===== src/rtl/ooo_types_pkg.sv =====
// Shared out-of-order core types: ROB index/age types, age unwrap helper and load funct3 codes.
package ooo_types_pkg;

  localparam int unsigned MaxRobW = 16;

  typedef logic [MaxRobW-1:0] rob_idx_t;
  typedef logic [MaxRobW:0]   rob_age_t;

  localparam logic [2:0] F3Lb  = 3'b000;
  localparam logic [2:0] F3Lh  = 3'b001;
  localparam logic [2:0] F3Lw  = 3'b010;
  localparam logic [2:0] F3Lbu = 3'b100;
  localparam logic [2:0] F3Lhu = 3'b101;

  // Distance of idx from the ROB head, wrapping modulo the ROB depth.
  function automatic rob_age_t unwrap(input rob_age_t idx, input rob_age_t head,
                                      input rob_age_t depth);
    rob_age_t diff;
    diff = idx - head;
    if (idx < head) diff = diff + depth;
    return diff;
  endfunction

  function automatic logic is_misaligned(input logic [2:0] funct3, input logic [1:0] lo);
    case (funct3)
      F3Lh, F3Lhu: return lo[0];
      F3Lw:        return |lo;
      default:     return 1'b0;
    endcase
  endfunction

endpackage


===== src/rtl/load_align.sv =====
// Load lane helper: byte-lane read mask from funct3/addr[1:0], and extraction/extension of data.
module load_align
  import ooo_types_pkg::*;
(
  input  logic [2:0]  funct3,
  input  logic [1:0]  addr_lo,
  input  logic [31:0] rdata,
  output logic [3:0]  rmask,
  output logic [31:0] data
);

  logic [31:0] shifted;

  always_comb begin
    shifted = rdata >> {addr_lo, 3'b000};
    rmask   = 4'b1111;
    data    = shifted;
    case (funct3)
      F3Lb: begin
        rmask = 4'b0001 << addr_lo;
        data  = {{24{shifted[7]}}, shifted[7:0]};
      end
      F3Lbu: begin
        rmask = 4'b0001 << addr_lo;
        data  = {24'b0, shifted[7:0]};
      end
      // Lanes shifted past bit 3 drop out of the 4-bit mask.
      F3Lh: begin
        rmask = 4'b0011 << addr_lo;
        data  = {{16{shifted[15]}}, shifted[15:0]};
      end
      F3Lhu: begin
        rmask = 4'b0011 << addr_lo;
        data  = {16'b0, shifted[15:0]};
      end
      default: ;
    endcase
  end

endmodule


===== src/rtl/load_queue.sv =====
// Load queue: holds address-resolved loads, issues the oldest unblocked one to dmem, drives the CDB.
// Define LQ_MISALIGN_EXC_EN to turn misaligned loads into exception broadcasts instead of issues.
module load_queue
  import ooo_types_pkg::*;
#(
  parameter int unsigned NUM_LQ_ENTRIES  = 8,
  parameter int unsigned NUM_ROB_ENTRIES = 64,
  parameter int unsigned PRW             = 6,
  localparam int unsigned ROBW           = $clog2(NUM_ROB_ENTRIES)
) (
  input  logic            clk,
  input  logic            rst,
  input  logic            flush,
  input  logic [ROBW-1:0] rob_head_idx,
  input  logic            alloc_valid,
  output logic            alloc_ready,
  input  logic [ROBW-1:0] alloc_rob_idx,
  input  logic [PRW-1:0]  alloc_pd,
  input  logic [31:0]     alloc_addr,
  input  logic [2:0]      alloc_funct3,
  output logic [ROBW-1:0] cand_rob_idx,
  input  logic            cand_has_older_store_unknown,
  output logic            dmem_req,
  output logic [31:0]     dmem_addr,
  output logic [3:0]      dmem_rmask,
  input  logic            dmem_resp,
  input  logic [31:0]     dmem_rdata,
  output logic            cdb_valid,
  output logic [ROBW-1:0] cdb_rob_idx,
  output logic [PRW-1:0]  cdb_pd,
  output logic [31:0]     cdb_data,
  output logic            cdb_exc
);

  localparam int unsigned LQW  = $clog2(NUM_LQ_ENTRIES);
  localparam int unsigned AgeW = ROBW + 1;

  typedef enum logic [1:0] {StIdle, StWait, StDrain} state_e;

  state_e              state_q;
  logic [NUM_LQ_ENTRIES-1:0] valid_q;
  logic [ROBW-1:0]     rob_q  [NUM_LQ_ENTRIES];
  logic [PRW-1:0]      pd_q   [NUM_LQ_ENTRIES];
  logic [31:0]         addr_q [NUM_LQ_ENTRIES];
  logic [2:0]          f3_q   [NUM_LQ_ENTRIES];
  logic [LQW:0]        occ_q;

  logic [ROBW-1:0]     inf_rob_q;
  logic [PRW-1:0]      inf_pd_q;
  logic [1:0]          inf_lo_q;
  logic [2:0]          inf_f3_q;

  logic                cand_valid;
  logic [LQW-1:0]      cand_slot;
  logic [AgeW-1:0]     best_age;
  logic [AgeW-1:0]     age_i;
  logic                free_found;
  logic [LQW-1:0]      free_slot;
  logic [31:0]         cand_addr;
  logic [2:0]          cand_f3;
  logic                cand_mis;
  logic                issue;
  logic                exc_fire;
  logic                alloc_fire;
  logic [2:0]          align_f3;
  logic [1:0]          align_lo;
  logic [3:0]          align_rmask;
  logic [31:0]         align_data;

  // Oldest valid entry relative to the ROB head; strict compare keeps the lower slot on ties.
  always_comb begin
    cand_valid = 1'b0;
    cand_slot  = '0;
    best_age   = '1;
    age_i      = '0;
    for (int i = 0; i < NUM_LQ_ENTRIES; i++) begin
      age_i = AgeW'(unwrap(rob_age_t'(rob_q[i]), rob_age_t'(rob_head_idx),
                           rob_age_t'(NUM_ROB_ENTRIES)));
      if (valid_q[i] && (!cand_valid || age_i < best_age)) begin
        cand_valid = 1'b1;
        cand_slot  = LQW'(i);
        best_age   = age_i;
      end
    end
  end

  always_comb begin
    free_found = 1'b0;
    free_slot  = '0;
    for (int i = NUM_LQ_ENTRIES - 1; i >= 0; i--) begin
      if (!valid_q[i]) begin
        free_found = 1'b1;
        free_slot  = LQW'(i);
      end
    end
  end

  assign cand_addr    = addr_q[cand_slot];
  assign cand_f3      = f3_q[cand_slot];
  assign cand_rob_idx = cand_valid ? rob_q[cand_slot] : '0;

`ifdef LQ_MISALIGN_EXC_EN
  assign cand_mis = is_misaligned(cand_f3, cand_addr[1:0]);
`else
  assign cand_mis = 1'b0;
`endif

  assign alloc_ready = (occ_q < (LQW + 1)'(NUM_LQ_ENTRIES));
  assign alloc_fire  = alloc_valid && alloc_ready && free_found && !flush;
  assign issue       = (state_q == StIdle) && cand_valid && !flush && !cand_mis &&
                       !cand_has_older_store_unknown;
  assign exc_fire    = (state_q == StIdle) && cand_valid && !flush && cand_mis;

  // Mask is needed at issue (IDLE); extraction at response (WAIT) uses the in-flight entry.
  assign align_f3 = (state_q == StIdle) ? cand_f3 : inf_f3_q;
  assign align_lo = (state_q == StIdle) ? cand_addr[1:0] : inf_lo_q;

  load_align u_align (
    .funct3  (align_f3),
    .addr_lo (align_lo),
    .rdata   (dmem_rdata),
    .rmask   (align_rmask),
    .data    (align_data)
  );

  assign dmem_req   = issue;
  assign dmem_addr  = issue ? {cand_addr[31:2], 2'b00} : 32'h0;
  assign dmem_rmask = issue ? align_rmask : 4'b0000;

`ifdef LQ_MISALIGN_EXC_EN
  logic cdb_exc_q;
  always_ff @(posedge clk) begin
    if (rst) cdb_exc_q <= 1'b0;
    else     cdb_exc_q <= exc_fire;
  end
  assign cdb_exc = cdb_exc_q;
`else
  assign cdb_exc = 1'b0;
`endif

  always_ff @(posedge clk) begin
    if (rst) begin
      state_q     <= StIdle;
      valid_q     <= '0;
      occ_q       <= '0;
      inf_rob_q   <= '0;
      inf_pd_q    <= '0;
      inf_lo_q    <= '0;
      inf_f3_q    <= '0;
      cdb_valid   <= 1'b0;
      cdb_rob_idx <= '0;
      cdb_pd      <= '0;
      cdb_data    <= '0;
    end else begin
      cdb_valid <= 1'b0;

      if (flush) begin
        valid_q <= '0;
        occ_q   <= '0;
      end else begin
        if (alloc_fire) begin
          valid_q[free_slot] <= 1'b1;
          rob_q[free_slot]   <= alloc_rob_idx;
          pd_q[free_slot]    <= alloc_pd;
          addr_q[free_slot]  <= alloc_addr;
          f3_q[free_slot]    <= alloc_funct3;
        end
        if (issue || exc_fire) valid_q[cand_slot] <= 1'b0;
        occ_q <= occ_q + (LQW + 1)'(alloc_fire) - (LQW + 1)'(issue || exc_fire);
      end

      case (state_q)
        StIdle: begin
          if (issue) begin
            inf_rob_q <= rob_q[cand_slot];
            inf_pd_q  <= pd_q[cand_slot];
            inf_lo_q  <= cand_addr[1:0];
            inf_f3_q  <= cand_f3;
            state_q   <= StWait;
          end else if (exc_fire) begin
            cdb_valid   <= 1'b1;
            cdb_rob_idx <= rob_q[cand_slot];
            cdb_pd      <= pd_q[cand_slot];
            cdb_data    <= 32'h0;
          end
        end
        StWait: begin
          if (dmem_resp) begin
            if (!flush) begin
              cdb_valid   <= 1'b1;
              cdb_rob_idx <= inf_rob_q;
              cdb_pd      <= inf_pd_q;
              cdb_data    <= align_data;
            end
            state_q <= StIdle;
          end else if (flush) begin
            state_q <= StDrain;
          end
        end
        StDrain: begin
          if (dmem_resp) state_q <= StIdle;
        end
        default: state_q <= StIdle;
      endcase
    end
  end

endmodule


===== config.mk =====
export PLATFORM = sky130hd
export DESIGN_NAME = load_queue
export DESIGN_NICKNAME = d
export VERILOG_FILES = /design/src/rtl/ooo_types_pkg.sv /design/src/rtl/load_align.sv /design/src/rtl/load_queue.sv
export SDC_FILE = /design/constraint.sdc
export NUM_CORES = 1
export LEC_CHECK = 0
export BUFFER_PORTS_ARGS = -buffer_cell sky130_fd_sc_hd__buf_4
export CELL_PAD_IN_SITES_DETAIL_PLACEMENT = 1
export CELL_PAD_IN_SITES_GLOBAL_PLACEMENT = 2
export CORE_MARGIN = 3
export CORE_UTILIZATION = 41
export DETAILED_ROUTE_END_ITERATION = 12
export GPL_TIMING_DRIVEN = 0
export PLACE_DENSITY_LB_ADDON = 0.1
export SYNTH_ARGS = -nofsm -noshare
export SYNTH_HDL_FRONTEND = slang
export SYNTH_HIERARCHICAL = 1
export SYNTH_SLANG_ARGS = --single-unit

===== constraint.sdc =====
create_clock -name clk -period 32.6 [get_ports clk]
set_clock_uncertainty 0.2 [all_clocks]
set_input_delay 6.52 -clock clk [delete_from_list [all_inputs] [get_ports clk]]
set_output_delay 6.52 -clock clk [all_outputs]
set_load 0.1 [all_outputs]

==> results.rst, run 1 <==
.. list-table::
   :header-rows: 1

   * - Metric
     - Value
   * - Status
     - completed
   * - Count of buffers inserted at the top-level ports
     - roughly 180
   * - Combinational group share of total power
     - 0.068
   * - Count of mapped cells out of synthesis
     - 1,909
   * - Detailed-route wire length
     - between 70,000 and 80,000 um
   * - Yosys top cell by area
     - sky130_fd_sc_hd__edfxtp_1
   * - Netlist cell types
     - between 90 and 100
   * - Routed WL per cell
     - about 25 um
   * - Number of storage elements in the synthesis netlist
     - 452
   * - Total number of clock tree sinks
     - 452
   * - Core Rows
     - 85
   * - Wire length of the first global-routing pass
     - between 100,000 and 150,000 um
   * - Startpoint kind of the worst setup timing path
     - primary input
   * - Die Y
     - about 240 um
   * - Clock transition at the register clock pins on the worst setup and hold paths after CTS
     - 60 ps
   * - Net count of the finished layout
     - about 2,400
   * - Final Max Slew Viols
     - 0
   * - Aggregate global-route resource usage
     - 0.248
   * - Sw frac
     - 0.235
   * - Internal
     - 0.973 mW
   * - Cell area after technology mapping
     - between 0.02 and 0.025 mm2
   * - H-tree Lvls
     - 2
   * - Area share of the largest cell type after synthesis
     - 0.495
   * - Share of the clock period used by the worst path after layout
     - 0.964
   * - Maximum fanout along the worst path
     - 16
   * - Final weighted congestion in routability-driven placement
     - 0.869
   * - CTS tree
     - built
   * - Setup TNS
     - 0 ps
   * - Flip-flop cell with the highest count after synthesis
     - sky130_fd_sc_hd__edfxtp_1
   * - Crit end category
     - output port
   * - Critical Path Max Stage Delay
     - about 540 ps
   * - Mapped Avg Cell Area
     - between 10 and 15 um2
   * - Count of unresolved DRC violations after routing
     - 0
   * - Vias per Instance
     - between 5 and 6
   * - Clk buf depth
     - 3
   * - Layout cells sized above 1
     - 0.220
   * - Min cycle time layout
     - 31,410 ps
   * - Vias in the first global route
     - about 18,000
   * - Worst IR Drop VDD
     - 0.0430 mV
   * - DRT iter0 DRCs
     - 1,090
   * - Most instantiated library cell after synthesis
     - sky130_fd_sc_hd__edfxtp_1
   * - CTS Root Buffer Type
     - sky130_fd_sc_hd__clkbuf_16
   * - Pre-CTS setup slack
     - -1810 ps
   * - Achievable clock frequency
     - ~0.032 GHz
   * - Largest net degree at the start of global routing
     - 28
   * - Fin worst setup slack
     - between 1000 and 1500 ps
   * - Net switching component of the power
     - 0.298 mW
   * - Overflow left after global routing
     - 0
   * - Relative slew slack
     - 0.239
   * - Count of max-cap constraint violations
     - 0
   * - Fill cell instance count of the final layout
     - 5,801
   * - Final count of hold timing violations
     - 0
   * - Data arrival time at the worst-slack endpoint
     - between 20,000 and 25,000 ps
   * - Clock share of power
     - 0.437
   * - Worst Tran Pin Value
     - between 1000 and 1500 ps
   * - Synthesis-to-finish area growth
     - 19.7%
   * - Ranking of synthesized cells by instance count
     - sky130_fd_sc_hd__edfxtp_1 (376), sky130_fd_sc_hd__nand2_1 (176), sky130_fd_sc_hd__a21oi_1 (148)
   * - Antenna violations before repair
     - 4
   * - Area enclosed by the die boundary
     - roughly 0.058 mm2
   * - Effective utilization at floorplan
     - 0.419
   * - IO Pins
     - about 180
   * - Final setup vio count
     - 0
   * - Sequential share of the synthesized area
     - 0.562
   * - Post-CTS Hold Fix Bufs
     - 0
   * - Synth warnings
     - 6
   * - Slowest cell on crit path
     - sky130_fd_sc_hd__or4_1
   * - Number of buffers added by the clock tree synthesis step
     - just over 50
   * - Worst skew pair latency
     - 620 ps
   * - Count of nets left with antenna violations after detail routing
     - 0
   * - Data required, critical path
     - roughly 26,000 ps
   * - P per Cell Area
     - between 40 and 50 mW/mm2
   * - Placeable core area
     - 0.0545 mm2
   * - Crit Path Class
     - in -> out
   * - Detailed-router iteration count before antenna repair
     - 7
   * - Final core utilization
     - 0.501
   * - Share of synthesized flip-flops with an asynchronous set or reset
     - 0
   * - Static leakage power
     - about 10 nW
   * - Total via count after detailed routing
     - 17,025
   * - Die outline width
     - ~240 um
   * - Biggest area contributors in the synthesized netlist
     - sky130_fd_sc_hd__edfxtp_1 (50%), sky130_fd_sc_hd__dfxtp_1 (6.7%), sky130_fd_sc_hd__ha_1 (4.9%)
   * - Post-synth EDFFs
     - 376
   * - Kind of path behind the tightest hold check
     - reg -> reg
   * - Share of power burned in registers
     - 0.495
   * - Tightest hold margin
     - 257 ps
   * - Total half-perimeter wirelength after legalization and detailed placement
     - 55,200 um
[final timing paths]
kind / startpoint / endpoint / slack, ps / depth (start not counted)
worst max-delay path: rob_head_idx[1] / dmem_rmask[0] / 1190 / 86
worst min-delay path: cdb_data[14] / cdb_data[14] / 260 / 2
worst max register to register: rob_q[0][1] / cdb_data[28] / 13710 / 84
worst min register to register: cdb_data[14] / cdb_data[14] / 260 / 2
[logic make-up (layout without fill, tap and decap cells)]
| family | count (synthesis) | after routing | synth area share |
|---|---|---|---|
| mux | 96 | 96 | 0.0429 |
| compound gates | 536 | 536 | 0.179 |
| flops | 452 | 452 | 0.562 |
| xor+xnor | 44 | 44 | 0.0169 |
| other cells | 1 | 6 | 0.000164 |
| buf+inv | 190 | 509 | 0.0363 |
| simple gates | 491 | 491 | 0.105 |
| fa+ha+maj | 99 | 99 | 0.0573 |
[power groups by stage]
| stage | registers (mW) | clock network, mW | logic (mW) |
|---|---|---|---|
| after floorplan | 0.642 | 0 | 0.0504 |
| after global placement | 0.642 | 0 | 0.0815 |
| after detailed placement | 0.641 | 0 | 0.0853 |
| after CTS | 0.629 | 0.565 | 0.0866 |
| after global routing | 0.629 | 0.590 | 0.0957 |
| final | 0.629 | 0.555 | 0.0870 |
[timing repair]
action | 4_1_cts | 5_1_grt
buffers inserted | 2 | 4
setup endpoints to repair | 40 | 22
resized for setup | 16 | 23
pin swaps | 0 | 1
cloned | 0 | 0
[critical path: cells and delay by family]
kind,cells,cell delay [ps]
xor+xnor,1,90
buf+inv,16,3440
compound gates,40,8180
fa+ha+maj,9,2610
simple gates,18,3140
mux,2,620
[final cells by class]
type / count / area [um2] / area share
buffer: 127 / 607 / 0.0222
clock inverter: 29 / 272 / 0.00995
sequential: 452 / 12800 / 0.469
multi-input combinational: 1269 / 9310 / 0.341
clock buffer: 62 / 1320 / 0.0483
antenna: 3 / 7.51 / 0.000275
inverter: 61 / 236 / 0.00866
timing repair buffer: 230 / 1800 / 0.0661
tap: 739 / 925 / 0.0339
[metal layers]
layer,vias up,part of all wire,global-route usage
li1,7882,-,-
met1,8630,0.43,0.315
met2,380,0.50,0.435
met3,131,0.041,0.0350
met4,2,0.032,0.0852
met5,-,0.00027,0
[through the flow]
step	area, um2	instances	power, mW
2_1_floorplan	22800	1911	0.692
3_3_place_gp	25100	2826	0.723
3_5_place_dp	25500	2874	0.727
4_1_cts	27200	2965	1.28
5_1_grt	27300	2970	1.32
6_report	27300	2972	1.27
[cells in the final DEF, fill, tap and decap left out, types with 11 or more instances in the layout]
master                        n
sky130_fd_sc_hd__ha_1        89
sky130_fd_sc_hd__a21oi_1    146
sky130_fd_sc_hd__nand2_1    175
sky130_fd_sc_hd__a2111oi_2   28
sky130_fd_sc_hd__clkbuf_1    77
sky130_fd_sc_hd__nand4_1     13
sky130_fd_sc_hd__o311ai_1    18
sky130_fd_sc_hd__o22a_1      12
sky130_fd_sc_hd__edfxtp_1   376
sky130_fd_sc_hd__nor2b_1     13
sky130_fd_sc_hd__a221oi_1    18
sky130_fd_sc_hd__o21ai_1     11
sky130_fd_sc_hd__o311ai_0    13
sky130_fd_sc_hd__buf_4      217
sky130_fd_sc_hd__a211oi_1    14
sky130_fd_sc_hd__nor2_1     114
sky130_fd_sc_hd__nor4_1      14
sky130_fd_sc_hd__o21bai_1    15
sky130_fd_sc_hd__nor3_1      41
sky130_fd_sc_hd__nand3_1     41
sky130_fd_sc_hd__o21ai_0     68
sky130_fd_sc_hd__a221oi_2    20
sky130_fd_sc_hd__buf_2       41
sky130_fd_sc_hd__dfxtp_1     76
sky130_fd_sc_hd__mux2_2      13
sky130_fd_sc_hd__a21o_1      63
sky130_fd_sc_hd__inv_1       59
sky130_fd_sc_hd__mux2i_1     82
sky130_fd_sc_hd__clkbuf_16   51
sky130_fd_sc_hd__xnor2_1     24
sky130_fd_sc_hd__xor2_1      20
sky130_fd_sc_hd__buf_6       17
[state kept, by name, indices dropped and copies added (netlist names)]
| name | count |
|---|---|
| addr_q | 256 |
| inf_rob_q | 6 |
| f3_q | 24 |
| occ_q | 4 |
| cdb_data | 32 |
| cdb_pd | 6 |
| state_q | 2 |
| valid_q | 8 |
| inf_lo_q | 2 |
| cdb_rob_idx | 6 |
| rob_q | 48 |
| pd_q | 48 |
| cdb_valid | 1 |
| inf_f3_q | 3 |
| inf_pd_q | 6 |
Note: power is estimated with default switching activity, not from simulation.
==> inputs of run 2 (changes only) <==
ABC_AREA = 1   (was default)
CORE_UTILIZATION = 39   (was 41)
SYNTH_HIERARCHICAL = default   (was 1)
==> run 2 against run 1 <==
Net effect:
- global-route usage fell by 1.5 points
- maximum frequency rose by 12%
- via count barely moved
- setup slack improved by 3300 ps
- highest routed layer unchanged
- first-iteration DRC count fell by 15%
- largest power group unchanged
==> results.rst, run 2 <==
.. list-table::
   :header-rows: 1

   * - Metric
     - Value
   * - Category of cells accounting for the largest share of critical-path delay
     - compound AO/OA/AOI/OAI gates
   * - Worst skew pair latency
     - 630 ps (about the same)
   * - Mapped Avg Cell Area
     - 10.1 um2 (-15%)
   * - Clock transition at the register clock pins on the worst setup and hold paths after CTS
     - 60 ps (about the same)
   * - Relative slew slack
     - 0.356 (+0.117)
   * - CTS Root Buffer Type
     - sky130_fd_sc_hd__clkbuf_16
   * - Vias in the first global route
     - 17,799 (-2.1%)
   * - Critical Path Max Stage Delay
     - 780 ps (+240 ps)
   * - Top cell by count, worst path
     - sky130_fd_sc_hd__nand2_1
   * - Reg-to-Reg End
     - inf_rob_q[0]
   * - Min cycle time layout
     - 28,150 ps (-3260 ps)
   * - Netlist cell types
     - 55 (-40%)
   * - Count of max-cap constraint violations
     - 0 (unchanged)
   * - Non-Filler Cell Area, Final
     - 0.0265 mm2 (-2.9%)
   * - Final setup vio count
     - 0 (unchanged)
   * - Data arrival time at the worst-slack endpoint
     - 21,430 ps (-3260 ps)
   * - Number of storage elements in the synthesis netlist
     - 452 (unchanged)
   * - Worst Tran Pin Value
     - 942 ps (-190 ps)
   * - Top Registers
     - addr_q (256), pd_q (48), rob_q (48)
   * - Tightest hold margin
     - 286 ps (+28.4 ps)
   * - Total via count after detailed routing
     - 17,008 (-0.10%)
   * - Wire length of the first global-routing pass
     - 107,000 um (-4.9%)
   * - Biggest area contributors in the synthesized netlist
     - sky130_fd_sc_hd__edfxtp_1 (51%), sky130_fd_sc_hd__nand2_1 (7.5%), sky130_fd_sc_hd__dfxtp_1 (6.9%)
   * - Crit Path Class
     - in -> out
   * - Data required, critical path
     - 25,880 ps (about the same)
   * - Pre-CTS setup slack
     - 4380 ps (+6190 ps)
   * - Detailed-route wire length
     - 70,500 um (-4.7%)
   * - Number of flip-flops in the largest register
     - 256 (unchanged)
   * - Yosys top cell by area
     - sky130_fd_sc_hd__edfxtp_1
   * - Share of synthesized flip-flops with an asynchronous set or reset
     - 0 (unchanged)
   * - Leading cell type in the layout, fill and taps excluded
     - sky130_fd_sc_hd__nand2_1
   * - Startpoint kind of the worst setup timing path
     - primary input
   * - Overflow left after global routing
     - 0 (unchanged)
   * - Total half-perimeter wirelength after legalization and detailed placement
     - 51,500 um (-6.6%)
   * - Worst IR Drop VDD
     - 0.0538 mV (+25%)
   * - Hold EP
     - cdb_rob_idx[0]
   * - DRT iter0 DRCs
     - 929 (-15%)
   * - Final Max Slew Viols
     - 0 (unchanged)
   * - Achievable clock frequency
     - 0.0355 GHz (+12%)
   * - Reg2Reg Setup Slack
     - 18,170 ps (+4460 ps)
   * - Status
     - completed
   * - Final weighted congestion in routability-driven placement
     - 0.838 (-3.6%)
   * - Post-CTS resize count
     - 0 (-16)
   * - Antenna violations before repair
     - 4 (unchanged)
   * - Flip-flop cell with the highest count after synthesis
     - sky130_fd_sc_hd__edfxtp_1
   * - Die Y
     - 244 um (+1.1%)
   * - Cell depth of the worst hold path
     - 2 (unchanged)
   * - Core Rows
     - 86 (+1.2%)
   * - Number of buffers added by the clock tree synthesis step
     - 50 (-2.0%)
   * - Count of mapped cells out of synthesis
     - 2,187 (+15%)
   * - Area enclosed by the die boundary
     - 0.0598 mm2 (+2.2%)
   * - Net count of the finished layout
     - 2,627 (+10%)
   * - Static leakage power
     - 10.6 nW (+4.6%)
   * - Hold Crit Start
     - cdb_rob_idx[0]
   * - # Post-CTS Setup Buffers
     - 0 (-2)
   * - Post-synth EDFFs
     - 376 (unchanged)
   * - Slowest cell on crit path
     - sky130_fd_sc_hd__a2111oi_0
   * - Final count of hold timing violations
     - 0 (unchanged)
   * - Startpoint of the lowest-slack register-to-register path
     - rob_q[0][0]
   * - Synthesis-to-finish area growth
     - 19.6%
   * - Fin worst setup slack
     - 4450 ps (+3260 ps)
   * - Share of the clock period used by the worst path after layout
     - 0.863 (-0.100)
   * - Vias per Instance
     - 5.28 (-7.9%)
   * - Total number of clock tree sinks
     - 452 (unchanged)
   * - Post-CTS Hold Fix Bufs
     - 0 (unchanged)
   * - Maximum fanout along the worst path
     - 16 (unchanged)
   * - Crit end category
     - output port
   * - Area share of the largest cell type after synthesis
     - 0.509 (+0.0141)
   * - Die outline width
     - 244 um (+1.1%)
   * - Sequential share of the synthesized area
     - 0.578 (+0.0159)
   * - IO Pins
     - 181 (unchanged)
   * - Synth warnings
     - 0 (-6)
   * - Most instantiated library cell after synthesis
     - sky130_fd_sc_hd__nand2_1
   * - CTS tree
     - built
   * - Aggregate global-route resource usage
     - 0.234 (-0.0145)
   * - H-tree Lvls
     - 2 (unchanged)
   * - Placed Area
     - 0.0249 mm2 (-2.7%)
   * - Kind of path behind the tightest hold check
     - reg -> reg
   * - Largest register by flop count
     - addr_q
   * - Detailed-router iteration count before antenna repair
     - 5 (-2)
   * - RSZ-0062 raised after global routing
     - no
   * - Clk buf depth
     - 3 (unchanged)
   * - Ranking of synthesized cells by instance count
     - sky130_fd_sc_hd__nand2_1 (443), sky130_fd_sc_hd__edfxtp_1 (376), sky130_fd_sc_hd__nor2_1 (219)
   * - Largest net degree at the start of global routing
     - 28 (unchanged)
   * - Count of buffers inserted at the top-level ports
     - 176 (unchanged)
   * - Effective utilization at floorplan
     - 0.399 (-0.0202)
   * - Placeable core area
     - 0.0556 mm2 (+2.2%)
   * - Worst path bufs/invs
     - 14 (-2)
   * - Most frequent cells in the layout
     - sky130_fd_sc_hd__nand2_1 (443), sky130_fd_sc_hd__edfxtp_1 (376), sky130_fd_sc_hd__nor2_1 (212), sky130_fd_sc_hd__inv_1 (204), sky130_fd_sc_hd__buf_4 (193)
   * - Count of unresolved DRC violations after routing
     - 0 (unchanged)
   * - P per Cell Area
     - 48.3 mW/mm2 (+3.8%)
   * - Cell area after technology mapping
     - 0.0222 mm2 (-2.8%)
   * - Setup TNS
     - 0 ps (unchanged)
   * - Count of nets left with antenna violations after detail routing
     - 0 (unchanged)
   * - Reg2reg path depth
     - 77 (-8.3%)
   * - Routed WL per cell
     - 21.9 um (-12%)
   * - Layout cells sized above 1
     - 0.168 (-0.0516)
==> run 2: changes by cell type after synthesis, sizes merged, moves of 30 or more <==
cell	change
o21ai	+31
mux2i	-83
nor2	+116
inv	+148
o311ai	-30
nand2	+316
a21o	-59
nand3	+94
nor3	-39
==> run 2: cells by family (layout without fill, tap and decap cells) <==
logic type	count (synthesis)	after routing	synth area share
compound gates	413	413	0.112
other cells	1	4	0.000169
xor+xnor	27	27	0.0107
flops	452	452	0.578
buf+inv	309	594	0.0623
simple gates	887	887	0.179
fa+ha+maj	98	98	0.0583
==> run 2: cell type report <==
class                           count  area, um2
Fill cell                        6190      29100
Sequential cell                   452      12800
Multi-Input combinational cell   1428       8050
Timing Repair Buffer              197       1680
Clock buffer                       66       1350
Tap cell                          748        936
Inverter                          210        788
Buffer                             99        593
Clock inverter                     22        304
Antenna cell                        1       2.50
==> run 2: worst max path at each step <==
stage | start | endpoint | slack [ps] | cells after the start
floorplan | rob_head_idx[1] | dmem_addr[15] | 4490 | 76
CTS | rob_head_idx[1] | dmem_addr[17] | 4180 | 77
detailed placement | rob_head_idx[1] | dmem_addr[27] | 4380 | 79
global route | rob_head_idx[1] | dmem_addr[27] | 2930 | 79
finish | rob_head_idx[1] | dmem_addr[27] | 4450 | 79
global placement | rob_head_idx[1] | dmem_addr[17] | 4490 | 77
==> run 2: through the flow <==
stage / utilization / power [mW] / std cells
2_1_floorplan: - / 0.692 / 2189
3_3_place_gp: 0.439 / 0.723 / 3113
3_5_place_dp: 0.447 / 0.726 / 3134
4_1_cts: 0.476 / 1.29 / 3222
5_1_grt: 0.476 / 1.33 / 3222
6_report: 0.477 / 1.28 / 3223
==> run 2: worst reg2reg max path: cells and delay by family, from the launching register on <==
kind,cells,cell delay (ps)
AO/OA/AOI/OAI,20,5080
adder cells (fa/ha/maj),9,2790
buffers and inverters,12,2370
flip-flops,1,370
AND/OR/NAND/NOR,36,3460
==> run 2: routing by layer <==
| layer | vias up | global-route usage | routed length (um) |
|---|---|---|---|
| met5 | - | 0 | 51 |
| met4 | 6 | 0.0625 | 1680 |
| met3 | 97 | 0.0394 | 3590 |
| met2 | 397 | 0.407 | 34800 |
| met1 | 8437 | 0.302 | 30300 |
| li1 | 8071 | - | - |
==> run 2: power by group <==
group / switching, mW / internal, mW / total (mW)
registers: 0.00118 / 0.628 / 0.629
logic: 0.0561 / 0.0281 / 0.0842
clock network: 0.235 / 0.333 / 0.568
